===== config.mk =====
export PLATFORM = sky130hd
export DESIGN_NAME = alu_muldiv_control_flat
export DESIGN_NICKNAME = d
export VERILOG_FILES = /design/src/rtl/alu_muldiv_control_if.sv /design/src/rtl/alu_muldiv_control.sv /design/src/flat_wrapper.sv
export SDC_FILE = /design/constraint.sdc
export NUM_CORES = 1
export LEC_CHECK = 0
export BUFFER_PORTS_ARGS = -buffer_cell sky130_fd_sc_hd__buf_2
export CORE_AREA = 2 2 177 179
export CTS_BUF_LIST = sky130_fd_sc_hd__clkbuf_16
export CTS_CLUSTER_DIAMETER = 40
export DETAILED_ROUTE_END_ITERATION = 10
export DIE_AREA = 0 0 179 181
export PLACE_DENSITY = 0.73
export RECOVER_POWER = 25
export SYNTH_ARGS = -nofsm -noshare
export SYNTH_HDL_FRONTEND = slang
export SYNTH_SLANG_ARGS = --single-unit

===== constraint.sdc =====
create_clock -name clk -period 7.85 [get_ports clk]
set_input_delay 0.785 -clock clk [delete_from_list [all_inputs] [get_ports clk]]
set_output_delay 0.785 -clock clk [all_outputs]
set_load 0.1 [all_outputs]

===== src/rtl/alu_muldiv_control_if.sv =====
// rtl/alu_muldiv_control_if.sv - execute-stage ALU/mul-div control bus
// Purpose: groups the decode inputs, operands and result/stall outputs of
//   alu_muldiv_control into one bundle.
// Ports (signals): alu_op, funct7, funct3, valid, flush, rs1_val, rs2_val
//   (pipeline -> block); alu_func, md_sel, md_result, stall, md_done
//   (block -> pipeline).
// Modports: master = pipeline side, slave = alu_muldiv_control side.
interface alu_muldiv_control_if #(
  parameter int XLEN = 32
) ();
  logic [1:0]      alu_op;
  logic [6:0]      funct7;
  logic [2:0]      funct3;
  logic            valid;
  logic            flush;
  logic [XLEN-1:0] rs1_val;
  logic [XLEN-1:0] rs2_val;
  logic [3:0]      alu_func;
  logic            md_sel;
  logic [XLEN-1:0] md_result;
  logic            stall;
  logic            md_done;

  modport master (
    output alu_op, funct7, funct3, valid, flush, rs1_val, rs2_val,
    input  alu_func, md_sel, md_result, stall, md_done
  );

  modport slave (
    input  alu_op, funct7, funct3, valid, flush, rs1_val, rs2_val,
    output alu_func, md_sel, md_result, stall, md_done
  );
endinterface


===== src/rtl/alu_muldiv_control.sv =====
// rtl/alu_muldiv_control.sv - execute-stage ALU decode plus iterative RV32M multiply/divide
// Purpose: decodes alu_op/funct7/funct3 into alu_func for the base integer
//   classes and runs M-extension ops on a shift-add multiplier / restoring
//   divider, stalling the pipeline until the result is presented.
// Ports: clk, reset (asynchronous, active-high);
//   bus (alu_muldiv_control_if.slave):
//     in  alu_op, funct7, funct3, valid, flush, rs1_val, rs2_val
//     out alu_func, md_sel, md_result, stall, md_done
// Config: define ALU_MULDIV_FAST_MUL_EN to compute all multiplies in a single
//   registered cycle (divides stay iterative).
module alu_muldiv_control #(
  parameter int XLEN = 32
) (
  input logic                 clk,
  input logic                 reset,
  alu_muldiv_control_if.slave bus
);
  localparam logic [3:0] ALU_ADD  = 4'b0000;
  localparam logic [3:0] ALU_SLL  = 4'b0001;
  localparam logic [3:0] ALU_SLT  = 4'b0010;
  localparam logic [3:0] ALU_SLTU = 4'b0011;
  localparam logic [3:0] ALU_XOR  = 4'b0100;
  localparam logic [3:0] ALU_SRL  = 4'b0101;
  localparam logic [3:0] ALU_OR   = 4'b0110;
  localparam logic [3:0] ALU_AND  = 4'b0111;
  localparam logic [3:0] ALU_SUB  = 4'b1000;
  localparam logic [3:0] ALU_BGE  = 4'b1010;
  localparam logic [3:0] ALU_BGEU = 4'b1011;
  localparam logic [3:0] ALU_SRA  = 4'b1101;
  localparam logic [3:0] ALU_EEE  = 4'b1111;

  localparam int CW = $clog2(XLEN);
  localparam logic [XLEN-1:0] SMIN = {1'b1, {(XLEN-1){1'b0}}};

  typedef enum logic [1:0] {IDLE, BUSY, DONE} state_t;

  state_t          state_q;
  logic [CW-1:0]   cnt_q;
  logic [2:0]      op_q;
  logic            neg_q;    // negate product / quotient
  logic            rneg_q;   // negate remainder (dividend was negative)
  logic [XLEN-1:0] opnd_q;   // multiplicand (mul) or divisor (div) magnitude
  logic [XLEN-1:0] acc_q;    // product high half / partial remainder
  logic [XLEN-1:0] quo_q;    // multiplier shifting out / quotient shifting in
  logic [XLEN-1:0] md_result_q;
  logic            md_done_q;

  logic is_m;
  assign is_m = (bus.alu_op == 2'b10) && (bus.funct7 == 7'b0000001);

  // Base decode
  always_comb begin
    bus.alu_func = ALU_EEE;
    unique case (bus.alu_op)
      2'b00: bus.alu_func = ALU_ADD;
      2'b01: begin
        unique case (bus.funct3)
          3'b000:  bus.alu_func = ALU_XOR;
          3'b001:  bus.alu_func = ALU_SUB;
          3'b100:  bus.alu_func = ALU_SLT;
          3'b101:  bus.alu_func = ALU_BGE;
          3'b110:  bus.alu_func = ALU_SLTU;
          3'b111:  bus.alu_func = ALU_BGEU;
          default: bus.alu_func = ALU_EEE;
        endcase
      end
      2'b10: begin
        if (is_m) begin
          bus.alu_func = ALU_ADD;
        end else begin
          unique case ({bus.funct7[5], bus.funct3})
            4'b0000: bus.alu_func = ALU_ADD;
            4'b1000: bus.alu_func = ALU_SUB;
            4'b0001: bus.alu_func = ALU_SLL;
            4'b0010: bus.alu_func = ALU_SLT;
            4'b0011: bus.alu_func = ALU_SLTU;
            4'b0100: bus.alu_func = ALU_XOR;
            4'b0101: bus.alu_func = ALU_SRL;
            4'b1101: bus.alu_func = ALU_SRA;
            4'b0110: bus.alu_func = ALU_OR;
            4'b0111: bus.alu_func = ALU_AND;
            default: bus.alu_func = ALU_EEE;
          endcase
        end
      end
      default: begin
        unique case (bus.funct3)
          3'b000:  bus.alu_func = ALU_ADD;
          3'b001:  bus.alu_func = ALU_SLL;
          3'b010:  bus.alu_func = ALU_SLT;
          3'b011:  bus.alu_func = ALU_SLTU;
          3'b100:  bus.alu_func = ALU_XOR;
          3'b101:  bus.alu_func = bus.funct7[5] ? ALU_SRA : ALU_SRL;
          3'b110:  bus.alu_func = ALU_OR;
          default: bus.alu_func = ALU_AND;
        endcase
      end
    endcase
  end

  assign bus.md_sel    = is_m;
  assign bus.stall     = bus.valid && is_m && (state_q != DONE);
  assign bus.md_result = md_result_q;
  assign bus.md_done   = md_done_q;

  // Accept-time operand preparation. rs1 is signed for mul/mulh/mulhsu/div/rem,
  // rs2 only for mul/mulh/div/rem; mulhsu therefore gets neg = rs1 sign alone.
  logic            a_sgn, b_sgn, s1, s2, neg_d, dz, ovf;
  logic [XLEN-1:0] mag1, mag2, special_res;
  always_comb begin
    a_sgn = (bus.funct3 != 3'b011) && (bus.funct3 != 3'b101) && (bus.funct3 != 3'b111);
    b_sgn = a_sgn && (bus.funct3 != 3'b010);
    s1    = a_sgn && bus.rs1_val[XLEN-1];
    s2    = b_sgn && bus.rs2_val[XLEN-1];
    neg_d = s1 ^ s2;
    mag1  = s1 ? -bus.rs1_val : bus.rs1_val;
    mag2  = s2 ? -bus.rs2_val : bus.rs2_val;
    dz    = bus.funct3[2] && (bus.rs2_val == '0);
    ovf   = bus.funct3[2] && !bus.funct3[0] && (bus.rs1_val == SMIN) && (bus.rs2_val == '1);
    // funct3[1] separates rem/remu from div/divu
    if (dz) special_res = bus.funct3[1] ? bus.rs1_val : '1;
    else    special_res = bus.funct3[1] ? '0 : bus.rs1_val;
  end

`ifdef ALU_MULDIV_FAST_MUL_EN
  logic [2*XLEN-1:0] fast_p, fast_ps;
  logic [XLEN-1:0]   fast_res;
  always_comb begin
    fast_p   = {{XLEN{1'b0}}, mag1} * {{XLEN{1'b0}}, mag2};
    fast_ps  = neg_d ? -fast_p : fast_p;
    fast_res = (bus.funct3[1:0] == 2'b00) ? fast_ps[XLEN-1:0] : fast_ps[2*XLEN-1:XLEN];
  end
`endif

  // One engine iteration plus the final sign fix applied to that iteration's output.
  logic [XLEN:0]     mul_sum, div_shift;
  logic [XLEN-1:0]   div_trial, acc_n, quo_n, fin_res;
  logic              div_ge;
  logic [2*XLEN-1:0] prod_s;
  always_comb begin
    mul_sum   = {1'b0, acc_q} + ({1'b0, opnd_q} & {(XLEN+1){quo_q[0]}});
    div_shift = {acc_q, quo_q[XLEN-1]};
    div_ge    = div_shift >= {1'b0, opnd_q};
    // Partial remainder stays below the divisor, so the XLEN-bit difference is exact.
    div_trial = div_shift[XLEN-1:0] - opnd_q;
    if (op_q[2]) begin
      acc_n = div_ge ? div_trial : div_shift[XLEN-1:0];
      quo_n = {quo_q[XLEN-2:0], div_ge};
    end else begin
      acc_n = mul_sum[XLEN:1];
      quo_n = {mul_sum[0], quo_q[XLEN-1:1]};
    end
    prod_s = neg_q ? -{acc_n, quo_n} : {acc_n, quo_n};
    if (!op_q[2])    fin_res = (op_q[1:0] == 2'b00) ? prod_s[XLEN-1:0] : prod_s[2*XLEN-1:XLEN];
    else if (op_q[1]) fin_res = rneg_q ? -acc_n : acc_n;
    else             fin_res = neg_q ? -quo_n : quo_n;
  end

  always_ff @(posedge clk or posedge reset) begin
    if (reset) begin
      state_q     <= IDLE;
      cnt_q       <= '0;
      op_q        <= '0;
      neg_q       <= 1'b0;
      rneg_q      <= 1'b0;
      opnd_q      <= '0;
      acc_q       <= '0;
      quo_q       <= '0;
      md_result_q <= '0;
      md_done_q   <= 1'b0;
    end else begin
      md_done_q <= 1'b0;
      unique case (state_q)
        IDLE: begin
          if (bus.valid && is_m && !bus.flush) begin
            op_q   <= bus.funct3;
            neg_q  <= neg_d;
            rneg_q <= s1;
            cnt_q  <= '0;
            acc_q  <= '0;
            opnd_q <= bus.funct3[2] ? mag2 : mag1;
            quo_q  <= bus.funct3[2] ? mag1 : mag2;
            if (dz || ovf) begin
              md_result_q <= special_res;
              md_done_q   <= 1'b1;
              state_q     <= DONE;
            end
`ifdef ALU_MULDIV_FAST_MUL_EN
            else if (!bus.funct3[2]) begin
              md_result_q <= fast_res;
              md_done_q   <= 1'b1;
              state_q     <= DONE;
            end
`endif
            else begin
              state_q <= BUSY;
            end
          end
        end
        BUSY: begin
          if (bus.flush) begin
            state_q <= IDLE;
          end else begin
            acc_q <= acc_n;
            quo_q <= quo_n;
            cnt_q <= cnt_q + CW'(1);
            if (cnt_q == CW'(XLEN-1)) begin
              md_result_q <= fin_res;
              md_done_q   <= 1'b1;
              state_q     <= DONE;
            end
          end
        end
        default: state_q <= IDLE;
      endcase
    end
  end
endmodule


===== src/flat_wrapper.sv =====
// flat-port wrapper written by rule: the top's interface ports become plain ports
module alu_muldiv_control_flat 
#(
  parameter int XLEN = 32
)
  (clk, reset, bus_alu_op, bus_funct7, bus_funct3, bus_valid, bus_flush, bus_rs1_val, bus_rs2_val, bus_alu_func, bus_md_sel, bus_md_result, bus_stall, bus_md_done);
  alu_muldiv_control_if #(.XLEN(XLEN)) bus_i ();
  input logic clk;
  input logic reset;
  input wire logic [$bits(bus_i.alu_op)-1:0] bus_alu_op;
  input wire logic [$bits(bus_i.funct7)-1:0] bus_funct7;
  input wire logic [$bits(bus_i.funct3)-1:0] bus_funct3;
  input wire logic [$bits(bus_i.valid)-1:0] bus_valid;
  input wire logic [$bits(bus_i.flush)-1:0] bus_flush;
  input wire logic [$bits(bus_i.rs1_val)-1:0] bus_rs1_val;
  input wire logic [$bits(bus_i.rs2_val)-1:0] bus_rs2_val;
  output wire logic [$bits(bus_i.alu_func)-1:0] bus_alu_func;
  output wire logic [$bits(bus_i.md_sel)-1:0] bus_md_sel;
  output wire logic [$bits(bus_i.md_result)-1:0] bus_md_result;
  output wire logic [$bits(bus_i.stall)-1:0] bus_stall;
  output wire logic [$bits(bus_i.md_done)-1:0] bus_md_done;
  assign bus_i.alu_op = bus_alu_op;
  assign bus_i.funct7 = bus_funct7;
  assign bus_i.funct3 = bus_funct3;
  assign bus_i.valid = bus_valid;
  assign bus_i.flush = bus_flush;
  assign bus_i.rs1_val = bus_rs1_val;
  assign bus_i.rs2_val = bus_rs2_val;
  assign bus_alu_func = bus_i.alu_func;
  assign bus_md_sel = bus_i.md_sel;
  assign bus_md_result = bus_i.md_result;
  assign bus_stall = bus_i.stall;
  assign bus_md_done = bus_i.md_done;
  alu_muldiv_control #(.XLEN(XLEN)) u_core (.clk(clk), .reset(reset), .bus(bus_i));
endmodule

# Word level (Yosys, flattened, before mapping)
# Memory sizes are Yosys's and may differ from the RTL's.
# Cells that the tools add are included.
[classes]
mul = 0
add_sub_neg = 8
n_mux = 45
shifts = 0
div_mod_pow = 0
reduce_logical = 26
magnitude_cmp = 1
eq_ne = 24
bitwise_logic = 2
[ops]
columns = ["cell", "count"]
rows = [
  ["32-bit 2-to-1 mux", 23],
  ["32-bit case mux with 2 select lines", 3],
  ["32-bit negation", 4],
  ["32-bit equality test (second input constant)", 2],
  ["64-bit 2-to-1 mux", 1],
  ["64-bit negation", 1],
  ["32-bit by 33-bit adder with 33-bit output", 1],
  ["32-bit by 33-bit AND with 33-bit output", 1],
  ["33-bit by 32-bit greater-or-equal comparator with 1-bit output", 1],
  ["32-bit zero test", 1],
  ["32-bit subtractor", 1],
  ["4-bit case mux with 7 select lines", 1],
  ["4-bit case mux with 6 select lines", 1],
  ["1-bit logical AND", 13],
  ["3-bit equality test (second input constant)", 4],
  ["4-bit case mux with 3 select lines", 1],
  ["5-bit 2-to-1 mux", 2],
  ["5-bit case mux with 2 select lines", 1],
  ["3-bit by 2-bit inequality test with 1-bit output (second input constant)", 3],
  ["2-bit 2-to-1 mux", 4],
  ["4-bit 2-to-1 mux", 2],
  ["7-bit by 1-bit equality test with 1-bit output (second input constant)", 1],
  ["3-bit by 2-bit equality test with 1-bit output (second input constant)", 2],
  ["2-bit zero test", 3],
  ["19 further kinds", 29],
]
[totals]
register_bits = 141
out_inout_bits = 39
mem_bits_rw = 0
in_bits = 80
memories = 1
word_cells = 117
romBits = 64
latchBits = 0
[mem_list]
columns = ["name", "depth", "width", "read_ports", "rd_ports_with_merged_regs", "write_ports", "line_no", "source"]
rows = [
  ["(no name shown)", 16, 4, 1, 0, 0, "alu_muldiv_control.sv:71", "unique case ({bus.funct7[5], bus.funct3})"],
]

# Logic depth before layout (Yosys ltp)
[logic_depth]
ltp_word = 10
ltp_mapped = 24

# Worst setup path after synthesis
# No wires, ideal clock.
[synth_timing]
kind = "in2out"
from = "in bus_funct7[3]"
to = "out bus_stall"
path_slack_ns = 1.749
path_stages = 5
path_buffers = 0
arrival_time_ns = 5.316
cell_sequence = "nor4_1 nand3_1 nor3b_1 nand2_1 a21oi_1"
[synth_between]
elab_chain_cells = 4
[synth_rtl]
columns = ["item", "line_no", "source"]
rows = [
  ["from (decl)", "flat_wrapper.sv:11", "input wire logic [$bits(bus_i.funct7)-1:0] bus_funct7;"],
  ["7-bit by 1-bit equality test with 1-bit output", "alu_muldiv_control.sv:49", "assign is_m = (bus.alu_op == 2'b10) && (bus.funct7 == 7'b0000001);"],
  ["1-bit logical AND", "alu_muldiv_control.sv:49", ""],
  ["net bus_md_sel", "flat_wrapper.sv:18", "output wire logic [$bits(bus_i.md_sel)-1:0] bus_md_sel;"],
  ["1-bit logical AND (2 in series)", "alu_muldiv_control.sv:102", "assign bus.stall = bus.valid && is_m && (state_q != DONE);"],
  ["to (decl)", "flat_wrapper.sv:20", "output wire logic [$bits(bus_i.stall)-1:0] bus_stall;"],
]
# The timed path passes the listed nets, and every way through them passes these cells.

# Final worst setup path
[layout_timing]
from = "reg u_core.opnd_q[10]"
to = "reg u_core.md_result_q[28], in the netlist u_core.bus.md_result[28]"
[layout_between]
elab_chain_cells = 10
elab_cells_between_ends = 19
classes_between = "add/sub: 5; order compare: 1; mux: 12; bitwise: 1"
[layout_rtl]
columns = ["item", "line_no", "source"]
rows = [
  ["from (decl)", "alu_muldiv_control.sv:42", "logic [XLEN-1:0] opnd_q;"],
  ["from (signal assigned)", "alu_muldiv_control.sv:181", "opnd_q <= bus.funct3[2] ? mag2 : mag1;"],
  ["32-bit by 33-bit AND with 33-bit output, or another cell as far along", "alu_muldiv_control.sv:141", "mul_sum = {1'b0, acc_q} + ({1'b0, opnd_q} & {(XLEN+1){quo_q[0]}});"],
  ["32-bit by 33-bit adder with 33-bit output or 32-bit 2-to-1 mux (tied branches)", "alu_muldiv_control.sv:141, alu_muldiv_control.sv:147", ""],
  ["32-bit 2-to-1 mux", "alu_muldiv_control.sv:146", "if (op_q[2]) begin"],
  ["64-bit negation or 32-bit negation (tied branches)", "alu_muldiv_control.sv:153, alu_muldiv_control.sv:155", ""],
  ["64-bit 2-to-1 mux or 32-bit 2-to-1 mux (tied branches)", "alu_muldiv_control.sv:153, alu_muldiv_control.sv:155", ""],
  ["32-bit 2-to-1 mux, on equally long branches", "alu_muldiv_control.sv:154, alu_muldiv_control.sv:155", ""],
  ["32-bit 2-to-1 mux *", "alu_muldiv_control.sv:154", "if (!op_q[2]) fin_res = (op_q[1:0] == 2'b00) ? prod_s[XLEN-1:0] : prod_s[2*XLEN-1:XLEN];"],
  ["32-bit 2-to-1 mux *", "alu_muldiv_control.sv:207", "if (cnt_q == CW'(XLEN-1)) begin"],
  ["32-bit 2-to-1 mux *", "alu_muldiv_control.sv:201", "if (bus.flush) begin"],
  ["32-bit case mux with 2 select lines *", "alu_muldiv_control.sv:173", "unique case (state_q)"],
  ["to (signal assigned)", "alu_muldiv_control.sv:184", "md_result_q <= special_res;"],
  ["to (signal assigned)", "alu_muldiv_control.sv:208", "md_result_q <= fin_res;"],
  ["to (decl)", "alu_muldiv_control.sv:45", "logic [XLEN-1:0] md_result_q;"],
]
# Mark *: on every way between the ends. The rest lies on a longest branch, timed or not. The select of a mux whose other input is x is not followed.
# A chain may end at the register's enable or synchronous reset.

==> metrics.txt <==
critical path peak fanout=26; chip height=181 um; Vias=18,600; Synth top area share=21.4%; IO Pins=119; Startpoint Class=flop; setup TNS=0 ns; fmax=174 MHz; Layout area overhead=7.85%; initial antenna violation count=3; pin count of the biggest net entering global routing=83; Main synth FF type=dfrtp_1; routed wire length=66,900 um; Hold Fails Final Rpt=0; Slew HR=-163%; PortBufs=118; dominant cells by area after synthesis=dfrtp_1 (21%), a21oi_1 (7.1%), o21ai_0 (7.1%); number of flops mapped to enable cells by yosys=0; routing usage on met1=54.6%; DRC Markers=0; Antenna Diode Count=0; total global routing overflow=0; # Max-Cap Violations=1; # clock sinks=141; post-CTS setup buffers=0; number of synthesized register bits=141; htree depth=4; pwr dens=164 nW/um2; Yosys cell types=98; CP Capture Type=flop; Mapped Cells=2,280; maximum vdd drop=0.000161 V; post-CTS sizing=0; nets=2,455; worst path required time=8.18 ns; Die X=179 um; leakage=7.22 nW; Synthesis Warnings=0; routed len/inst=24.7 um; Core ar.=30,300 um2; latest clock arrival within the worst-skew pair=0.45 ns; share of layout cells above drive strength 1=10.3%; Final Critical Period=5.74 ns; Syn Area/Cell=7.24 um2; antenna viol nets, final=0; worst hold path type=reg2reg; Initial DRT Pass Iterations=7; CTS tree=done; failing checks=max-capacitance violations, max-slew violations; cell taking the most area after synthesis=dfrtp_1; Initial Utilization=54.4%; setup slack, reg-to-reg=2.11 ns; Arrival @ worst endpoint=6.08 ns; critical path class=reg2reg; vias in the first global route=16,800; first-pass GRT wire length=101,000 um; count leader, synth=nand2_1; # setup viols final=0; unrepaired setup endpoints after global routing=no; Worst-path clk slew=0.07 ns; Async SR Flop Fraction=100%; Net Count, Synth=2,433; sequential-to-total area share from yosys stat=21.4%; filler instances=2,923; M2 GR Usage=62.0%; via/cell ratio=6.85; Rows=64; Post-synth top cells=nand2_1 (237), a21oi_1 (233), o21ai_0 (233), nor2_1 (230), dfrtp_1 (141); status=finished with violations; total power=2.92 mW; GRT busiest layer=met2; Max clock buf depth=2; mapped cell area=16,500 um2; hpwl dp=52,000 um; Max Slew Vio Count=83; cts bufs inserted=17; GRT Total Usage=40.9%; placer congestion estimate=1.03; Clk Tree Root Cell=clkbuf_16; DIE AREA=32,400 um2; CTS Hold Bufs=0; Slew @ Worst Pin=3.93 ns; clk_skew=0.00983 ns; Tcrit/Tclk final=73.2%; 1st-iter DRT viols=2,454; met3 usage=7.60%
==> placed cells by master, fill, tap and decap left out, types with 28 or more instances in the layout <==
cell type  instances
nand2_1          236
nor2_1           229
nand4_1           34
o21ai_0          233
a21oi_1          233
ha_1              71
and2_1            46
mux2i_1           41
nor3_1            56
nand3_1           61
or3_1             28
inv_1             74
dfrtp_1          140
xor2_1            70
xnor2_1          109
buf_2            118
==> through the flow <==
| stage | utilization, % | area [um2] | hold slack [ns] | instances | setup WS, ns |
|---|---|---|---|---|---|
| 6_report | 58.6 | 17800 | 0.477 | 2711 | 2.11 |
| 5_1_grt | 58.6 | 17800 | 0.513 | 2711 | 1.73 |
| 2_1_floorplan | - | 16500 | 0.445 | 2280 | 1.75 |
| 3_5_place_dp | 56.8 | 17200 | 0.466 | 2679 | 2.35 |
| 3_3_place_gp | 56.8 | 17200 | 0.459 | 2679 | 2.31 |
| 4_1_cts | 58.7 | 17800 | 0.482 | 2711 | 2.32 |
==> layout make-up <==
| type | instances | area, um2 | area share (%) |
|---|---|---|---|
| multi-input cells | 1920 | 12100 | 68.0 |
| inverters | 77 | 290 | 1.63 |
| clock buffers | 17 | 425 | 2.39 |
| repair buffers | 145 | 793 | 4.46 |
| flip-flops and latches | 141 | 3530 | 19.8 |
| well taps | 396 | 495 | 2.78 |
| clock inverters | 15 | 151 | 0.851 |
==> cells by family (layout without fill, tap and decap cells) <==
family / Yosys count / in the layout / share of synthesized area [%]
adder cells (fa/ha/maj): 96 / 96 / 7.02
XOR/XNOR: 179 / 179 / 9.50
multiplexers: 52 / 52 / 3.24
AND/OR/NAND/NOR: 827 / 827 / 24.2
AO/OA/AOI/OAI: 766 / 766 / 29.3
flip-flops: 141 / 141 / 21.4
buffers and inverters: 219 / 254 / 5.34
==> worst max-delay path, stage by stage (launching register included) <==
cell      delay (ns)
dfrtp_1         0.41
inv_1           0.06
ha_1            0.44
a21oi_1         0.25
o21ai_1         0.14
a221oi_2        0.53
a211o_2         0.39
nand2_1         0.16
buf_4           0.30
a311oi_2        0.78
nand4_2         0.39
nor4_2          0.45
nand4_1         0.37
o31ai_1         0.38
xnor2_1         0.16
a21oi_1         0.09
o32a_1          0.31
==> routing by layer <==
layer,wire length [um],share of wire [%],vias up
met2,29100,44,1249
met5,30,0.045,-
met1,26000,39,8722
met3,7520,11,234
li1,-,-,8361
met4,4220,6.3,2
==> report_power, final <==
group	total, mW	switching (mW)	internal [mW]
combinational	1.21	0.822	0.388
sequential	0.862	0.0787	0.783
clock	0.844	0.395	0.449
total	2.92	1.30	1.62
==> final timing paths <==
check / start / endpoint / cells after the start
min in group asynchronous: reset / u_core.cnt_q[2] / 2
max in group asynchronous: reset / u_core.op_q[2] / 2
setup reg to reg: u_core.opnd_q[10] / u_core.bus.md_result[28] / 16
hold / removal: u_core.bus.md_result[0] / u_core.bus.md_result[0] / 2
setup / recovery: u_core.opnd_q[10] / u_core.bus.md_result[28] / 16
hold reg to reg: u_core.bus.md_result[0] / u_core.bus.md_result[0] / 2
==> registers in the layout, summed over array words and instances, names as in the netlist, 2 cells and up <==
| signal | count |
|---|---|
| u_core.acc_q | 32 |
| u_core.bus.md_result | 32 |
| u_core.cnt_q | 5 |
| u_core.op_q | 3 |
| u_core.opnd_q | 32 |
| u_core.quo_q | 32 |
| u_core.state_q | 2 |
Power figures use the tool's default switching activity.
